===== config.mk =====
export PLATFORM = sky130hd
export DESIGN_NAME = obstacle_scheduler_flat
export DESIGN_NICKNAME = d
export VERILOG_FILES = /design/src/rtl/obstacle_scheduler_if.sv /design/src/rtl/obstacle_scheduler.sv /design/src/flat_wrapper.sv
export SDC_FILE = /design/constraint.sdc
export NUM_CORES = 1
export LEC_CHECK = 0
export ABC_AREA = 1
export CAP_MARGIN = 10
export CORE_ASPECT_RATIO = 0.5
export CORE_MARGIN = 1
export CORE_UTILIZATION = 50
export CTS_CLUSTER_SIZE = 14
export DETAILED_ROUTE_END_ITERATION = 8
export DONT_BUFFER_PORTS = 1
export PLACE_DENSITY_LB_ADDON = 0.3
export SYNTH_ARGS = -nofsm -noshare
export SYNTH_HDL_FRONTEND = slang
export SYNTH_SLANG_ARGS = --single-unit

===== constraint.sdc =====
create_clock -name pclk -period 4.4 [get_ports pclk]
set_input_delay 0.88 -clock pclk [delete_from_list [all_inputs] [get_ports pclk]]
set_output_delay 0.88 -clock pclk [all_outputs]
set_load 0.05 [all_outputs]

===== src/rtl/obstacle_scheduler_if.sv =====
// Handshake bundle between the game-state/generator side and the obstacle scheduler.
// The master drives game control and done pulses; the scheduler (slave) drives mux select and start pulses.
interface obstacle_scheduler_if;
    logic       game_start;
    logic       game_over;
    logic [7:0] obstacle_done;
    logic [2:0] select;
    logic [7:0] obstacle_start;
    logic       active;
    logic [7:0] obstacle_count;

    modport master (
        output game_start, game_over, obstacle_done,
        input  select, obstacle_start, active, obstacle_count
    );

    modport slave (
        input  game_start, game_over, obstacle_done,
        output select, obstacle_start, active, obstacle_count
    );
endinterface


===== src/rtl/obstacle_scheduler.sv =====
// Picks the next of 8 obstacle generators from a free-running LFSR, pulses its start,
// waits for its done, then idles GAP_CYCLES before the next pick.
module obstacle_scheduler #(
    parameter logic [31:0] GAP_CYCLES = 32'd50_000_000,
    parameter logic [7:0]  LFSR_SEED  = 8'hA5
) (
    input  logic                 pclk,
    input  logic                 rst_n,
    obstacle_scheduler_if.slave  bus
);

    typedef enum logic [1:0] {
        ST_IDLE  = 2'd0,
        ST_GAP   = 2'd1,
        ST_START = 2'd2,
        ST_RUN   = 2'd3
    } state_t;

    state_t      state_r;
    logic [31:0] gap_r;
    logic [7:0]  lfsr_r;
    logic [2:0]  select_r;
    logic [7:0]  start_r;
    logic        active_r;
    logic [7:0]  count_r;
    logic [2:0]  cand_s;
    logic [2:0]  next_sel_s;
    logic        done_sel_s;

    // Candidate pick; bump by one so the same generator never runs twice in a row.
    always_comb begin
        cand_s     = lfsr_r[2:0];
        next_sel_s = (cand_s == select_r) ? (cand_s + 3'd1) : cand_s;
        done_sel_s = bus.obstacle_done[select_r];
    end

    // Selection LFSR: shifts on every clock regardless of FSM state.
    always_ff @(posedge pclk or negedge rst_n) begin
        if (!rst_n) begin
            lfsr_r <= LFSR_SEED;
        end else begin
            lfsr_r <= {lfsr_r[6:0], lfsr_r[7] ^ lfsr_r[5] ^ lfsr_r[4] ^ lfsr_r[3]};
        end
    end

    // Scheduling FSM with registered outputs; game_over wins over every other input.
    always_ff @(posedge pclk or negedge rst_n) begin
        if (!rst_n) begin
            state_r  <= ST_IDLE;
            gap_r    <= 32'd0;
            select_r <= 3'd0;
            start_r  <= 8'd0;
            active_r <= 1'b0;
            count_r  <= 8'd0;
        end else if (bus.game_over) begin
            state_r  <= ST_IDLE;
            start_r  <= 8'd0;
            active_r <= 1'b0;
        end else begin
            case (state_r)
                ST_IDLE: begin
                    start_r  <= 8'd0;
                    active_r <= 1'b0;
                    if (bus.game_start) begin
                        count_r <= 8'd0;
                        gap_r   <= GAP_CYCLES - 32'd1;
                        state_r <= ST_GAP;
                    end
                end
                ST_GAP: begin
                    if (gap_r == 32'd0) begin
                        select_r <= next_sel_s;
                        start_r  <= 8'd1 << next_sel_s;
                        active_r <= 1'b1;
                        state_r  <= ST_START;
                    end else begin
                        gap_r <= gap_r - 32'd1;
                    end
                end
                ST_START: begin
                    start_r <= 8'd0;
                    state_r <= ST_RUN;
                end
                ST_RUN: begin
                    if (done_sel_s) begin
                        if (count_r != 8'd255) begin
                            count_r <= count_r + 8'd1;
                        end
                        gap_r    <= GAP_CYCLES - 32'd1;
                        active_r <= 1'b0;
                        state_r  <= ST_GAP;
                    end
                end
                default: begin
                    state_r  <= ST_IDLE;
                    start_r  <= 8'd0;
                    active_r <= 1'b0;
                end
            endcase
        end
    end

    assign bus.select         = select_r;
    assign bus.obstacle_start = start_r;
    assign bus.active         = active_r;
    assign bus.obstacle_count = count_r;

endmodule


===== src/flat_wrapper.sv =====
// flat-port wrapper written by rule: the top's interface ports become plain ports
module obstacle_scheduler_flat 
#(
    parameter logic [31:0] GAP_CYCLES = 32'd50_000_000,
    parameter logic [7:0]  LFSR_SEED  = 8'hA5
)
  (pclk, rst_n, bus_game_start, bus_game_over, bus_obstacle_done, bus_select, bus_obstacle_start, bus_active, bus_obstacle_count);
  obstacle_scheduler_if bus_i ();
  input  logic pclk;
  input  logic rst_n;
  input wire logic [$bits(bus_i.game_start)-1:0] bus_game_start;
  input wire logic [$bits(bus_i.game_over)-1:0] bus_game_over;
  input wire logic [$bits(bus_i.obstacle_done)-1:0] bus_obstacle_done;
  output wire logic [$bits(bus_i.select)-1:0] bus_select;
  output wire logic [$bits(bus_i.obstacle_start)-1:0] bus_obstacle_start;
  output wire logic [$bits(bus_i.active)-1:0] bus_active;
  output wire logic [$bits(bus_i.obstacle_count)-1:0] bus_obstacle_count;
  assign bus_i.game_start = bus_game_start;
  assign bus_i.game_over = bus_game_over;
  assign bus_i.obstacle_done = bus_obstacle_done;
  assign bus_select = bus_i.select;
  assign bus_obstacle_start = bus_i.obstacle_start;
  assign bus_active = bus_i.active;
  assign bus_obstacle_count = bus_i.obstacle_count;
  obstacle_scheduler #(.GAP_CYCLES(GAP_CYCLES), .LFSR_SEED(LFSR_SEED)) u_core (.pclk(pclk), .rst_n(rst_n), .bus(bus_i));
endmodule

==> results of run 1 <==
## routing by layer
layer,wire (µm),vias to the layer above,global-route usage (%)
met2,3573,109,35.05
met3,561,8,7.267
li1,-,1807,-
met4,114,0,8.235
met1,4312,1620,31.78
met5,0,-,0
## worst max-delay path by stage
stage,to,startpoint,slack (ns)
after CTS,u_core.bus.obstacle_start[3],u_core.state_r[1],1.74
after detailed placement,u_core.bus.obstacle_start[3],u_core.state_r[1],1.76
after floorplan,u_core.bus.obstacle_count[0],u_core.bus.obstacle_count[0],2.55
final,u_core.bus.obstacle_start[3],u_core.state_r[1],1.78
after global placement,u_core.bus.obstacle_start[5],u_core.state_r[1],1.84
after global routing,u_core.bus.obstacle_start[1],u_core.state_r[1],1.50
## registers in the layout, summed over array words and instances (netlist names)
| signal | count |
|---|---|
| u_core.bus.obstacle_count | 8 |
| u_core.bus.active | 1 |
| u_core.gap_r | 32 |
| u_core.state_r | 2 |
| u_core.bus.obstacle_start | 8 |
| u_core.lfsr_r | 8 |
| u_core.bus.select | 3 |
## power groups by stage
stage | sequential [mW] | clock [mW] | combinational [mW]
CTS | 0.870 | 0.738 | 0.807
global placement | 0.877 | 0 | 0.787
detailed placement | 0.879 | 0 | 0.799
finish | 0.875 | 0.724 | 0.804
global route | 0.894 | 0.763 | 0.932
floorplan | 0.841 | 0 | 0.703
## cell usage after synthesis (all sizes together)
master	n
o21ai	21
nand3	39
a21oi	1
nor2	96
nor3b	2
buf	8
nand2	246
nand3b	3
ha	7
dfstp	4
xor2	11
nor3	3
xnor2	5
inv	42
clkbuf	2
and2	1
nand4	16
or2	10
o21bai	1
dfrtp	58
## layout make-up
cell class	count	area, µm²
Fill cell	700	3192
Multi-Input combinational cell	462	2168
Sequential cell	62	1556
Clock buffer	9	225.2
Inverter	42	157.7
Tap cell	108	135.1
Clock inverter	7	80.08
## worst register-to-register path, cell delays in order (launching register included)
cell	delay [ns]
dfrtp_1	0.41
inv_1	0.09
ha_1	0.70
inv_1	0.48
nor2_1	0.23
inv_1	0.08
nor2_2	0.22
nor2_8	0.07
inv_2	0.13
nand2_1	0.07
nand2_1	0.09
## logic make-up (layout without fill, tap and decap cells)
logic type | count (synthesis) | in the layout | synth area share [%]
AO/OA/AOI/OAI | 23 | 23 | 2.961
AND/OR/NAND/NOR | 416 | 416 | 45.70
adder cells (fa/ha/maj) | 7 | 7 | 2.205
flip-flops | 62 | 62 | 39.18
buffers and inverters | 52 | 58 | 6.236
XOR/XNOR | 16 | 16 | 3.716
## metrics by stage
stage               power (mW)  area (µm²)  instances  setup slack (ns)  utilization, %
floorplan                1.544        3973        576             2.548               -
global placement         1.664        4018        674             1.835           53.46
detailed placement       1.677        4018        674             1.762           53.46
CTS                      2.415        4323        690             1.737           57.53
global route             2.589        4323        690             1.504           57.53
finish                   2.403        4323        690             1.783           57.53
==> results.cfg, run 1 <==
[placed_design]
hpwlAfterDp_mm = 6.005
port_buffers = 0
finalWeightedCongestion = 0.8804

[clock_tree]
cts_tree = done
cts_buffers = 9
clk_latency_ns = 0.34
clock-root-buffer = clkbuf_16
cts.sinks = 62
postCtsSetupBuffers = 0
htree_levels = 3
post_cts_resized = 0
cts_hold_buf = 0
cts.clk_slew.worst_paths_ns = 0.06
clock_path_buffers = 2

[die]
core_um2 = 7515
fp-row-count = 22
io_pins = 32
initial_core_util_pct = 52.86
dieArea_um2 = 8327
fp.dieH_um = 65.03
die_x_um = 128.1

[synth]
syn_area_um2 = 3973
yosys_register_bits = 62
synthDistinctLibCells = 32
syn_nets = 595
ys_top_cells_by_area = dfrtp_1 37%, nand2_1 23%, nor2_1 8.0%, nand3_1 4.7%, inv_1 3.7%
avgSynthCellArea_um2 = 6.897
ys_seq_area_share_pct = 39.18
synth_top_cell_by_area = dfrtp_1
yosys.area.top_type_share_pct = 36.54
netlist_instances = 576
synth_warnings = 0

[pwr]
seq_power_share_pct = 36.4
p_per_area_nw_per_um2 = 555.9
swShare_pct = 42.73
max-vdd-ir-drop_mv = 0.2348
intPower_mw = 1.376
pwr-share-comb_pct = 33.5
power.share.clock_pct = 30.1
power_switching_mw = 1.027
p_leak_nw = 2.113

[grt]
grt_use_total_pct = 23.36
antenna_found_initial = 0
grt_overflow = 0
grt_pass1_wl_mm = 14.87
grt_pass1_vias = 3178
grt_max_degree = 63

[critical_path]
crit-reg2reg-capture = u_core.bus.obstacle_start[3]
worstRegToRegCells = 10
cp_common_cell = inv_1
worstPathMaxFanout = 22
r2r-start = u_core.state_r[1]
cp.arrival_ns = 2.89
crit_family = buffers and inverters
max_stage_delay_ns = 0.70
cp_cell_sequence = inv_1 -> ha_1 -> inv_1 -> nor2_1 -> inv_1 -> nor2_2 -> nor2_8 -> inv_2 -> nand2_1 -> nand2_1
crit_slowest_cell = ha_1
worstPathRequired_ns = 4.67
r2r_slack_ns = 1.78
critPathKind = reg -> reg
critPathBufInv = 4
end_kind = flop
cp-start-kind = flop
path_depth = 10

[sta]
tightest_slew_ns = 0.8669
max_freq_mhz = 382.1
slew_headroom_pct = 41.76
period_share_pct = 59.48
setup_viol = 0
period_needed_ns = 2.617
slew_viol_final = 0
fin_worst_skew_ns = 0.008563
hold_violations = 0
finalSetupTns_ns = 0
rsz0062_at_grt = false
whs_ns = 0.2368

[flow_run]
maxCapViolations = 0

[route]
vias = 3544
route.detailed.drc = 0
drt_first_pass_iters = 4
viasPerCell = 5.136
wl_mm = 8.561
drtIter0Drc = 304
antenna_left = 0
routedWlPerCell_um = 12.41

[final_layout]
final_common_cell = nand2_1
fin_nets = 596
num_antenna_cells = 0
syn_to_final_growth_pct = 8.819
drive_above_1_share_pct = 8.763
layout_common_cells = 241 x nand2_1, 85 x nor2_1, 58 x dfrtp_1

[min_path]
hold_path_class = in -> async

[outcome]
outcome = finished clean
(Power assumes the default switching activity.)
==> run 2, diff against run 1 <==
- clock period: 4.4 -> 2.26 ns (I/O delays scaled with it)
==> run 2 against run 1 <==
Net effect:
- register-to-register slack lost 1.6 ns
- combinational power grew 120%
- global-route usage grew 0.91 points
- worst hold slack gained 0.11 ns
- via count grew 1.2%
- count of clock-buffer cells in the layout is the same
- fmax grew 27%
- utilization grew 2.4 points
- final cell count grew 2.6%
- critical path type unchanged
- largest cell class unchanged
- largest power group is now combinational cells
==> results.cfg, run 2 (synthesis gave the netlist of run 1 again) <==
[final_layout]
instances_no_fill = 708
regMostFlops = u_core.gap_r
final_common_cell = nand2_1
layout_common_cells = 241 x nand2_1, 84 x nor2_1, 58 x dfrtp_1
largest_reg_flops = 32
n_fill_cell = 699
syn_to_final_growth_pct = 13.45
postLayoutCoreUtil_pct = 59.97
drive_above_1_share_pct = 11.50
num_antenna_cells = 0
fin_nets = 614

[critical_path]
cp.arrival_ns = 2.32
critPathKind = reg -> reg
r2r-start = u_core.gap_r[0]
cp-endpoint = u_core.gap_r[18]
cp-start-kind = flop
critPathLaunch = u_core.gap_r[0]
r2r_slack_ns = 0.21
crit-reg2reg-capture = u_core.gap_r[18]
end_kind = flop
worstRegToRegCells = 11
worstPathRequired_ns = 2.53
worstPathMaxFanout = 32

[sta]
rsz0062_at_grt = false
max_freq_mhz = 487.0
fin_worst_skew_ns = 0.008047
slew_viol_final = 0
period_share_pct = 90.86
period_needed_ns = 2.053
slew_headroom_pct = 48.71
setup_viol = 0
tightest_slew_ns = 0.7675
finalSetupTns_ns = 0
hold_violations = 0

[route]
drt_first_pass_iters = 5
drtIter0Drc = 223
wl_mm = 9.005
antenna_left = 0
vias = 3588
route.detailed.drc = 0
routedWlPerCell_um = 12.72
viasPerCell = 5.068

[clock_tree]
clock-root-buffer = clkbuf_16
htree_levels = 3
clk_latency_ns = 0.33
cts_tree = done
clock_path_buffers = 2
cts.clk_slew.worst_paths_ns = 0.06
cts.sinks = 62
cts_buffers = 9

[die]
fp.dieH_um = 65.03
core_um2 = 7515
initial_core_util_pct = 52.86
dieArea_um2 = 8327
die_x_um = 128.1
io_pins = 32
fp-row-count = 22

[placed_design]
dpl.cell_count = 690
port_buffers = 0
hpwlAfterDp_mm = 6.252
finalWeightedCongestion = 0.8679

[grt]
antenna_found_initial = 0
grt_use_total_pct = 24.27
grt_max_degree = 63
grt_pass1_vias = 3323
grt_overflow = 0
grt_pass1_wl_mm = 15.50

[pwr]
max-vdd-ir-drop_mv = 0.4483
p_per_area_nw_per_um2 = 1099
p_leak_nw = 2.233

[min_path]
hold_path_class = in -> reg
holdPathStages = 3

[flow_run]
maxCapViolations = 0

[outcome]
outcome = finished clean
==> run 2: changes by cell type in the layout (fill, tap and decap cells not counted) <==
cell / delta
buf_16: +1
buf_4: +16
clkinv_4: +1
dlygate4sd3_1: +1
clkinvlp_4: -2
nor2_2: +1
nor2_1: -1
bufinv_16: +1
==> run 2: how the worst min path moves through the flow <==
stage                  start                    to  slack [ns]
4_1_cts        bus_game_over     u_core.state_r[0]        0.34
5_1_grt        bus_game_over     u_core.state_r[0]        0.36
3_3_place_gp           rst_n  u_core.bus.select[0]        0.16
3_5_place_dp           rst_n  u_core.bus.select[0]        0.16
2_1_floorplan          rst_n     u_core.bus.active        0.16
6_report       bus_game_over     u_core.state_r[0]        0.34
==> run 2: per-stage QoR <==
stage	total power, mW	hold WS [ns]	worst slack (ns)	area, µm²
floorplan	3.006	0.1564	0.4077	3973
global placement	3.331	0.1580	0.2383	4138
detailed placement	3.380	0.1580	0.1697	4138
CTS	4.960	0.3369	0.1607	4504
global route	5.295	0.3614	0.02137	4507
finish	4.951	0.3440	0.2066	4507
==> run 2: what timing repair did <==
item                                    CTS  global route
gates resized for setup                   0             1
endpoints found under the setup margin    0             6
setup buffers                             0             0
hold buffers                              2             0
endpoints found under the hold margin    62             0
==> run 2: final cells by class <==
class | instances | area (µm²) | area share, %
Sequential cell | 62 | 1556 | 34.54
Multi-Input combinational cell | 462 | 2171 | 48.17
Timing Repair Buffer | 18 | 157.7 | 3.498
Inverter | 42 | 157.7 | 3.498
Clock buffer | 9 | 225.2 | 4.997
Tap cell | 108 | 135.1 | 2.998
Clock inverter | 7 | 103.9 | 2.304
==> run 2: critical path, cell delays in order (launching register included) <==
cell and delay [ns]:
dfrtp_1 0.36, inv_1 0.06, ha_1 0.27, nand2_4 0.15, nor2_8 0.07, inv_2 0.06
nor2_4 0.04, nand3_2 0.09, nand2_2 0.07, nor2_4 0.59, nand2_1 0.12, nand2_1 0.10
==> run 2: report_power, final <==
group / internal, mW / switching [mW]
combinational: 0.560 / 1.20
clock: 0.980 / 0.549
sequential: 1.33 / 0.332
total: 2.87 / 2.08
==> run 2: per-layer routing <==
layer / part of all wire (%) / up-vias / GRT usage, %
li1: - / 1847 / -
met1: 49 / 1618 / 32.03
met2: 43 / 111 / 37.43
met3: 6.6 / 12 / 7.184
met4: 1.4 / 0 / 9.706
met5: 0 / - / 0
==> run 3, diff against run 2 <==
- DONT_BUFFER_PORTS: 1 -> default
==> run 3 against run 2 <==
Net effect:
- fmax shrank 1.2%
- die area unchanged
- clock power is essentially flat
- utilization is 3.3 points higher
- sequential power is 4% lower
- combinational power is 7% higher
- first-iteration DRC count grew 4.0%
- sequential share of layout area shrank 1.8 points
- count of clock-buffer cells in the layout did not move
- worst hold slack lost 0.24 ns
- non-clock buffer count rose by 21
- largest cell class unchanged
- flip-flop and latch count unchanged
==> results.cfg, run 3 (synthesis gave the netlist of run 1 again) <==
[final_layout]
fin_nets = 635
regMostFlops = u_core.gap_r
drive_above_1_share_pct = 9.662
seqCellArea_um2 = 1556
multi_input_area_um2 = 2168
num_antenna_cells = 0
largest_reg_flops = 32
layout_common_cells = 241 x nand2_1, 85 x nor2_1, 58 x dfrtp_1
syn_to_final_growth_pct = 19.65
n_fill_cell = 670
final_common_cell = nand2_1

[grt]
grt_use_total_pct = 23.63
grt_max_degree = 33
antenna_found_initial = 0
grt_pass1_wl_mm = 15.12
grt_overflow = 0
grt_pass1_vias = 3355

[route]
route.detailed.drc = 0
drtIter0Drc = 232
wl_mm = 8.737
antenna_left = 0
vias = 3626
drt_first_pass_iters = 4
routedWlPerCell_um = 11.98
viasPerCell = 4.974

[clock_tree]
clock-root-buffer = clkbuf_16
post_cts_resized = 0
cts_tree = done
clock_path_buffers = 2
htree_levels = 3
postCtsSetupBuffers = 0
cts_hold_buf = 0
cts.sinks = 62
cts.clk_slew.worst_paths_ns = 0.06
clk_latency_ns = 0.33
cts_buffers = 9

[die]
fp.dieH_um = 65.03
fp-row-count = 22
io_pins = 32
dieArea_um2 = 8327
initial_core_util_pct = 52.86
core_um2 = 7515
die_x_um = 128.1

[placed_design]
place_ws_ns = 0.2411
hpwlAfterDp_mm = 6.301
port_buffers = 31
finalWeightedCongestion = 0.8964

[critical_path]
crit_family = buffers and inverters
cp.arrival_ns = 1.63
cp-start-kind = flop
end_kind = output pin
worstPathRequired_ns = 1.81
cp_cell_sequence = clkdlybuf4s50_1
critPathKind = reg -> out
max_stage_delay_ns = 0.84
critPathBufInv = 1
worstPathMaxFanout = 6
crit_slowest_cell = clkdlybuf4s50_1

[sta]
fin_worst_skew_ns = 0.004219
max_freq_mhz = 481.1
finalSetupTns_ns = 0
rsz0062_at_grt = false
setup_ws_ns = 0.1815
period_share_pct = 91.97
setup_viol = 0
slew_viol_final = 0
period_needed_ns = 2.079
tightest_slew_ns = 0.5588
hold_violations = 0
slew_headroom_pct = 62.75

[min_path]
hold_path_class = in -> async

[pwr]
p_leak_nw = 2.307
pwr-share-comb_pct = 37.6
seq_power_share_pct = 32.0
swShare_pct = 40.86
power.share.clock_pct = 30.4
p_per_area_nw_per_um2 = 1051
power_switching_mw = 2.041
max-vdd-ir-drop_mv = 0.4823
intPower_mw = 2.954

[outcome]
outcome = finished clean

[flow_run]
maxCapViolations = 0
-- run 3: cell count changes in the layout (fill, tap and decap cells not counted), sizes merged --
| cell | change |
|---|---|
| buf | -8 |
| dlygate4sd3 | -1 |
| clkinv | -1 |
| clkdlybuf4s50 | +29 |
| clkinvlp | +1 |
| dlymetal6s2s | +1 |
-- run 3: final cells by class --
class,instances,area share (%)
repair buffers,39,8.529
well taps,108,2.843
multi-input cells,462,45.62
inverters,42,3.317
flip-flops and latches,62,32.75
clock inverters,7,2.211
clock buffers,9,4.738
-- run 3: worst paths after layout --
path / startpoint / endpoint / slack, ns / cells past startpoint
max in group asynchronous: rst_n / u_core.gap_r[30] / 1.59 / 2
min in group pclk: u_core.lfsr_r[6] / u_core.lfsr_r[7] / 0.37 / 0
hold reg to reg: u_core.lfsr_r[6] / u_core.lfsr_r[7] / 0.37 / 0
setup / recovery: u_core.bus.select[2] / bus_select[2] / 0.18 / 1
setup reg to reg: u_core.gap_r[0] / u_core.gap_r[6] / 0.41 / 12
hold / removal: rst_n / u_core.bus.select[1] / 0.10 / 1
-- run 3: metal layers --
metal	vias up	wire length [µm]	GRT usage [%]
met2	82	3766	37.43
met4	0	114	7.941
met5	-	0	0
li1	1881	-	-
met3	13	496	6.111
met1	1650	4359	31.63
-- run 3: metrics by stage --
step	power [mW]	cell area [µm²]	cells	utilization (%)	hold slack, ns
4_1_cts	5.029	4751	729	63.22	0.1134
3_3_place_gp	3.451	4420	713	58.82	0.3375
2_1_floorplan	3.006	3973	576	-	0.1564
6_report	4.994	4753	729	63.25	0.1026
5_1_grt	5.373	4753	729	63.25	0.1338
3_5_place_dp	3.483	4420	713	58.82	0.3627
-- run 3: power by group through the flow --
stage	sequential (mW)	combinational (mW)	clock, mW
after floorplan	1.64	1.37	0
after global placement	1.61	1.84	0
after detailed placement	1.61	1.87	0
after CTS	1.60	1.89	1.55
after global routing	1.63	2.15	1.60
final	1.60	1.88	1.52
